$ cat config.mk
export PLATFORM = sky130hd
export DESIGN_NAME = line_window_3x3
export DESIGN_NICKNAME = d
export VERILOG_FILES = /design/src/rtl/img_pkg.sv /design/src/rtl/line_ram.sv /design/src/rtl/line_window_3x3.sv
export SDC_FILE = /design/constraint.sdc
export NUM_CORES = 2
export LEC_CHECK = 0
export CORE_UTILIZATION = 50
export CTS_CLUSTER_SIZE = 16
export DETAILED_ROUTE_END_ITERATION = 7
export PLACE_DENSITY = 0.66
export SLEW_MARGIN = 30
export SYNTH_ARGS = -nofsm -noshare
export SYNTH_HDL_FRONTEND = slang
export SYNTH_HIERARCHICAL = 1
export SYNTH_SLANG_ARGS = --single-unit
$ cat constraint.sdc
create_clock -name pclk -period 16.21 [get_ports pclk]
set_input_delay 4.0525 -clock pclk [delete_from_list [all_inputs] [get_ports pclk]]
set_output_delay 4.0525 -clock pclk [all_outputs]
set_load 0.02 [all_outputs]
$ cat src/rtl/img_pkg.sv
// Shared image-pipeline definitions: window tap indices,
// default frame geometry and a tap extraction helper.
package img_pkg;

  localparam int IMG_W_DEF = 176;
  localparam int IMG_H_DEF = 176;
  localparam int PIX_W     = 8;

  localparam int A0 = 0;
  localparam int A1 = 1;
  localparam int A2 = 2;
  localparam int B0 = 3;
  localparam int B1 = 4;
  localparam int B2 = 5;
  localparam int C0 = 6;
  localparam int C1 = 7;
  localparam int C2 = 8;

  function automatic logic [PIX_W-1:0] win_tap(
    input logic [9*PIX_W-1:0] win,
    input int                 idx
  );
    return win[idx*PIX_W +: PIX_W];
  endfunction

endpackage

$ cat src/rtl/line_ram.sv
// One image line of storage, single address, combinational
// read so the old word is seen on the same edge it is overwritten.
module line_ram #(
  parameter int DEPTH = 176,
  parameter int DW    = 8,
  parameter int AW    = $clog2(DEPTH)
) (
  input  logic          pclk,
  input  logic          we,
  input  logic [AW-1:0] addr,
  input  logic [DW-1:0] wdata,
  output logic [DW-1:0] rdata
);

  logic [DW-1:0] mem [DEPTH];

  assign rdata = mem[addr];

  // write port; contents are deliberately not reset
  always_ff @(posedge pclk) begin
    if (we) mem[addr] <= wdata;
  end

endmodule

$ cat src/rtl/line_window_3x3.sv
// Streaming 3x3 neighbourhood generator with address-counted
// line buffers; emits interior windows with centre coordinates.
module line_window_3x3
  import img_pkg::*;
#(
  parameter int DATA_WIDTH = PIX_W,
  parameter int IMG_WIDTH  = IMG_W_DEF,
  parameter int IMG_HEIGHT = IMG_H_DEF,
  localparam int CW = $clog2(IMG_WIDTH),
  localparam int RW = $clog2(IMG_HEIGHT),
  localparam int DW = DATA_WIDTH
) (
  input  logic            pclk,
  input  logic            reset,
  input  logic            sof,
  input  logic            pix_in_valid,
  input  logic [DW-1:0]   pix_in,
  output logic            win_valid,
  output logic [9*DW-1:0] win_out,
  output logic [RW-1:0]   win_row,
  output logic [CW-1:0]   win_col,
  output logic            frame_done
);

  logic [CW-1:0] col;
  logic [RW-1:0] row;
  logic [CW-1:0] pos_col;
  logic [RW-1:0] pos_row;
  logic          col_last;
  logic          row_last;
  logic [DW-1:0] lb1_q;
  logic [DW-1:0] lb0_q;

  // sof re-anchors the accepted pixel at the frame origin
  assign pos_col  = sof ? '0 : col;
  assign pos_row  = sof ? '0 : row;
  assign col_last = pos_col == CW'(IMG_WIDTH - 1);
  assign row_last = pos_row == RW'(IMG_HEIGHT - 1);

  line_ram #(
    .DEPTH (IMG_WIDTH),
    .DW    (DW)
  ) u_lb1 (
    .pclk  (pclk),
    .we    (pix_in_valid),
    .addr  (pos_col),
    .wdata (pix_in),
    .rdata (lb1_q)
  );

  line_ram #(
    .DEPTH (IMG_WIDTH),
    .DW    (DW)
  ) u_lb0 (
    .pclk  (pclk),
    .we    (pix_in_valid),
    .addr  (pos_col),
    .wdata (lb1_q),
    .rdata (lb0_q)
  );

  // raster position of the next accepted pixel
  always_ff @(posedge pclk or negedge reset) begin
    if (!reset) begin
      col <= '0;
      row <= '0;
    end else if (pix_in_valid) begin
      if (col_last) begin
        col <= '0;
        row <= row_last ? '0 : pos_row + RW'(1);
      end else begin
        col <= pos_col + CW'(1);
        row <= pos_row;
      end
    end
  end

  // shift each window row left by one column, newest in x0
  always_ff @(posedge pclk or negedge reset) begin
    if (!reset) begin
      win_out <= '0;
    end else if (pix_in_valid) begin
      win_out <= {win_out[6*DW +: 2*DW], pix_in,
                  win_out[3*DW +: 2*DW], lb1_q,
                  win_out[0    +: 2*DW], lb0_q};
    end
  end

  // centre coordinates follow the window; hold when idle
  always_ff @(posedge pclk or negedge reset) begin
    if (!reset) begin
      win_row <= '0;
      win_col <= '0;
    end else if (pix_in_valid) begin
      win_row <= pos_row - RW'(1);
      win_col <= pos_col - CW'(1);
    end
  end

  // qualifiers: interior window and end-of-frame pulse
  always_ff @(posedge pclk or negedge reset) begin
    if (!reset) begin
      win_valid  <= 1'b0;
      frame_done <= 1'b0;
    end else begin
      win_valid  <= pix_in_valid
                 && pos_row >= RW'(2)
                 && pos_col >= CW'(2);
      frame_done <= pix_in_valid && row_last && col_last;
    end
  end

endmodule

* Word level (Yosys, flattened, before mapping) *
Memory sizes are Yosys's and may differ from the RTL's. A register that Yosys moved wholly into a read port is not among the register bits.
Index checks and enable logic that the tools add are counted.

word-level totals
  memories kept = 2
  register bits after elaboration = 106
  logic and storage cells = 29
  output and inout bits = 90
  bits of input ports = 12
  memory bits (writable) = 2816

memory list
  memory     depth  bits a word  rd ports  clocked after Yosys merged registers in  wr ports  RTL line        text
  u_lb0.mem  176    8            1         1                                        1         line_ram.sv:15  logic [DW-1:0] mem [DEPTH];
  u_lb1.mem  176    8            1         0                                        1         line_ram.sv:15

cells by class
  muxes and demuxes = 7
  reduce and logical (&&, ||, !) cells = 5
  equal/unequal tests = 2
  add/sub/neg operators = 4
  $lt $le $gt $ge = 2

operators with widths
  operator             number
  $mux 8               5
  $add 8x1->8 const B  2
  $eq 8x8->1 const B   2
  $ge 8x2->1 const B   2
  $sub 8x1->8 const B  2
  $logic_and 1x1->1    4
  $mux 1               2
  $logic_not 1->1      1

* Logic depth before layout (Yosys ltp) *
  word-level depth = 4
  depth in mapped cells = 16
  gate-level depth less buffers = 10

* Cells and area by module *
The synthesis kept the hierarchy.

modules (own cells, without submodules)
  module           cells an instance  area an instance (sq um)  sequential area each (sq um)  times used
  line_ram         2750               55231.7                   42280.6                       2
  line_window_3x3  387                4767.1                    2652.5                        1

* Worst setup path before layout *
Ideal clock, no wire load.

  path type = in2reg
  start point = in sof
  end point = mem u_lb0.mem[0][1] (data pin)
  buffers on the path = 4
  path slack = 1596 ps
  required time = 14587 ps
  arrival time = 12991 ps
  cell stages on the path = 9
  library setup time = 1623 ps
  path through = buf_4 nand2b_1 inv_1 buf_2 buf_2 buf_1 mux4_2 a21oi_1 o311ai_1

on the way
  longest elaborated chain between the ends = 2

RTL lines
  what            RTL line               text
  from (decl)     line_window_3x3.sv:15  input logic sof,
  $mux 8          line_window_3x3.sv:35  assign pos_col = sof ? '0 : col;
  net pos_col[3]  line_window_3x3.sv:27  logic [CW-1:0] pos_col;
  $mem_v2 176x8   -
  net lb1_q[1]    line_window_3x3.sv:31  logic [DW-1:0] lb1_q;
  to (decl)       line_ram.sv:15

The timed path passes the listed nets, and every way through them passes these cells.

* Worst setup path in the final report *
  start point = in sof
  end point = mem u_lb0.mem[122][4] (data pin)

Same word-level chain as after synthesis.

==> impl_metrics.json <==
{
  "cts_tree": "built",
  "status": "complete, no violations",
  "drc": 0,
  "vias": 58900,
  "crit_fanout": 91,
  "ant_nets": 0,
  "hpwl_mm": 172,
  "fin_util": 0.564,
  "worst_slew_pin_slew_ns": 1.11,
  "reg2reg_slack_ns": 9.46,
  "area_growth_syn_to_layout_pct": 11.7,
  "fmax_mhz": 99.7,
  "async_flop_share": 0.0363,
  "synth_edf_count": 2816,
  "drive_above_1_share": 0.186,
  "min_from": "win_row[4]$_DFFE_PN0P_",
  "synth_nets": 5905,
  "critPathArrivalTime_ns": 10.62,
  "post_cts_resized": 0,
  "min_period_ns": 10.03,
  "clock_power_share": 0.382,
  "max_slew_margin": 0.257,
  "intPower_mw": 13.1,
  "dieArea_mm2": 0.232,
  "routabilityCongestion": 0.876,
  "num_rows": 175,
  "grt_overflow": 0,
  "startpoint_type": "input pin",
  "worstPathRequired_ns": 16.80,
  "clockBufferDepth": 4,
  "comb_power_share": 0.112,
  "grt_start_max_net_pins": 136,
  "start_util": 0.505,
  "drt-total-wl_mm": 287,
  "power_density_mw_per_mm2": 134,
  "final.setup.tns_ns": 0,
  "nNetsFinal": 6112,
  "r2r-start": "col[2]$_DFFE_PN0P_",
  "antenna_found_initial": 10,
  "grt_first_pass_wirelength_mm": 412,
  "avgRoutedWirePerCell_um": 30.7,
  "p_sw_frac": 0.240,
  "syn_inst": 5887,
  "ff2ff_path_depth": 11,
  "clock_latency_ns": 0.95,
  "synth-seq-area-share": 0.757,
  "synth.distinct_cells": 72,
  "rsz0062_at_grt": "false",
  "grtUsageTotal": 0.247,
  "drtPass1Iterations": 6,
  "synth.ff_latch_count": 2922,
  "numCtsBuffers": 308,
  "cap_violations": 0,
  "clk_pin_slew_worst_paths_ns": 0.06,
  "synth-warning-count": 6,
  "cts_setup_buffers": 0,
  "vias_per_cell": 6.31,
  "maxSlewViolCount": 0,
  "p_switching_mw": 4.14,
  "total_power_mw": 17.2,
  "grt_pass1_vias": 57600,
  "coreArea_mm2": 0.228,
  "hold_path_end": "win_row[4]$_DFFE_PN0P_",
  "leakagePower_nw": 40.1,
  "ioPinCount": 102,
  "hold_viol": 0,
  "synth_area_per_cell_um2": 19.6,
  "die_h_um": 482,
  "drt-initial-drc-count": 7047,
  "port_buffers": 101,
  "layout_common_cells": "edfxtp_1 (2,816), mux2i_1 (705), mux4_2 (438)",
  "ir_worst_vdd_mv": 0.120,
  "clockRootBuffer": "clkbuf_16",
  "reg2reg_to": "u_lb0/mem[122][4]$_DFFE_PP_",
  "hold_class": "register to register",
  "seq_power_share": 0.507,
  "cts_hold_buf": 0,
  "htreeDepth": 5,
  "synth_area_mm2": 0.115,
  "final_common_cell": "edfxtp_1",
  "hold_depth": 2,
  "synth-main-ff-cell": "edfxtp_1",
  "cts.sinks": 2922,
  "setup_viol": 0,
  "die_w_um": 482,
  "clock_skew_ns": 0.0636,
  "period_share": 0.619,
  "endpoint_kind": "register",
  "crit_type": "input pin to register"
}
==> how the worst max path moves through the flow <==
stage / startpoint / endpoint
after floorplan: sof / u_lb0/mem[0][1]$_DFFE_PP_
after global placement: sof / win_out[3]$_DFFE_PN0P_
after detailed placement: sof / u_lb0/mem[171][0]$_DFFE_PP_
after CTS: sof / u_lb0/mem[153][0]$_DFFE_PP_
after global routing: sof / u_lb0/mem[166][7]$_DFFE_PP_
final: sof / u_lb0/mem[122][4]$_DFFE_PP_
==> layout make-up <==
class	instances	area, µm²
antenna	5	12.5
clock buffer	397	8240
clock inverter	128	1010
fill	16900	99400
inverter	22	105
multi-input combinational	2584	26000
sequential	2922	87200
tap	3009	3760
timing repair buffer	256	2370
==> layer usage <==
| metal | share of wire | routed length [µm] | track usage | vias up |
|---|---|---|---|---|
| met5 | 0.00020 | 57 | 0 | - |
| met4 | 0.027 | 7840 | 0.0720 | 8 |
| met3 | 0.11 | 30900 | 0.0706 | 476 |
| met2 | 0.46 | 133000 | 0.377 | 3012 |
| met1 | 0.40 | 115000 | 0.346 | 30900 |
| li1 | - | - | - | 24500 |
==> Yosys cell counts, types with 4 or more instances <==
cell	count	area [µm²]
a21oi_1	180	901
a22oi_1	355	2670
buf_4	24	180
ha_1	6	75.1
o41ai_1	33	289
o221ai_1	4	35.0
a22o_1	12	105
nand2b_1	8	50.1
nand4_1	19	119
a31oi_1	4	25.0
mux2_2	76	856
nor4_1	14	87.6
o31ai_1	4	30.0
nand2_1	96	360
o2111ai_1	15	131
o21ai_1	14	70.1
buf_8	8	120
and2_1	8	50.1
xnor2_1	4	35.0
nand3_1	55	275
mux2i_1	705	7060
and3_1	8	50.1
buf_2	49	245
clkbuf_1	161	604
buf_12	13	260
nor2b_1	34	213
inv_1	20	75.1
a41oi_1	6	52.6
nor3_1	45	225
edfxtp_1	2816	84600
nor2_1	365	1370
mux4_2	438	9860
buf_6	70	788
a21o_1	9	67.6
buf_1	31	116
dfrtp_1	106	2650
o21ai_0	18	90.1
==> stage by stage <==
step / area (µm²) / hold slack, ns / setup WS, ns / cells
after global routing: 129000 / 0.516 / 5.82 / 9320
after detailed placement: 119000 / 0.480 / 5.04 / 8790
after floorplan: 115000 / 0.471 / 1.60 / 5887
final: 129000 / 0.490 / 6.18 / 9323
after CTS: 129000 / 0.499 / 6.03 / 9315
after global placement: 119000 / 0.472 / 4.96 / 8783
==> sequential cells by signal, summed over array words and instances, names as in the netlist <==
signal	flops
win_out	72
row	8
win_row	8
frame_done	1
col	8
u_lb0/mem	1408
u_lb1/mem	1408
win_col	8
win_valid	1
==> power groups by stage <==
stage,Combinational [mW],Sequential [mW],Clock [mW]
floorplan,1.03,9.04,0
global placement,1.86,8.90,0
detailed placement,1.91,8.90,0
CTS,1.92,8.74,6.68
global route,2.02,8.75,6.97
finish,1.93,8.74,6.58
==> worst max-delay path: stages <==
cell and delay (ns):
clkdlybuf4s50_1 0.42, buf_4 0.25, inv_1 0.40, nand2_1 0.27, inv_8 0.48, nor2_4 0.30
buf_4 0.35, buf_4 0.33, a22oi_1 0.26, a21oi_1 0.10, o41ai_1 0.67, o2111ai_1 0.46
o21ai_4 0.30, buf_4 0.70, buf_4 0.81
==> kinds of logic after synthesis <==
logic type / Yosys count / synth area share
xor gates and xnor gates: 5 / 0.000380
adders and majority gates: 6 / 0.000651
muxes: 1220 / 0.154
and+or+nand+nor: 667 / 0.0255
buffers and inverters: 381 / 0.0211
AOI/OAI and AO/OA: 686 / 0.0411
DFF: 2922 / 0.757
Note: power is estimated with default switching activity, not from simulation.
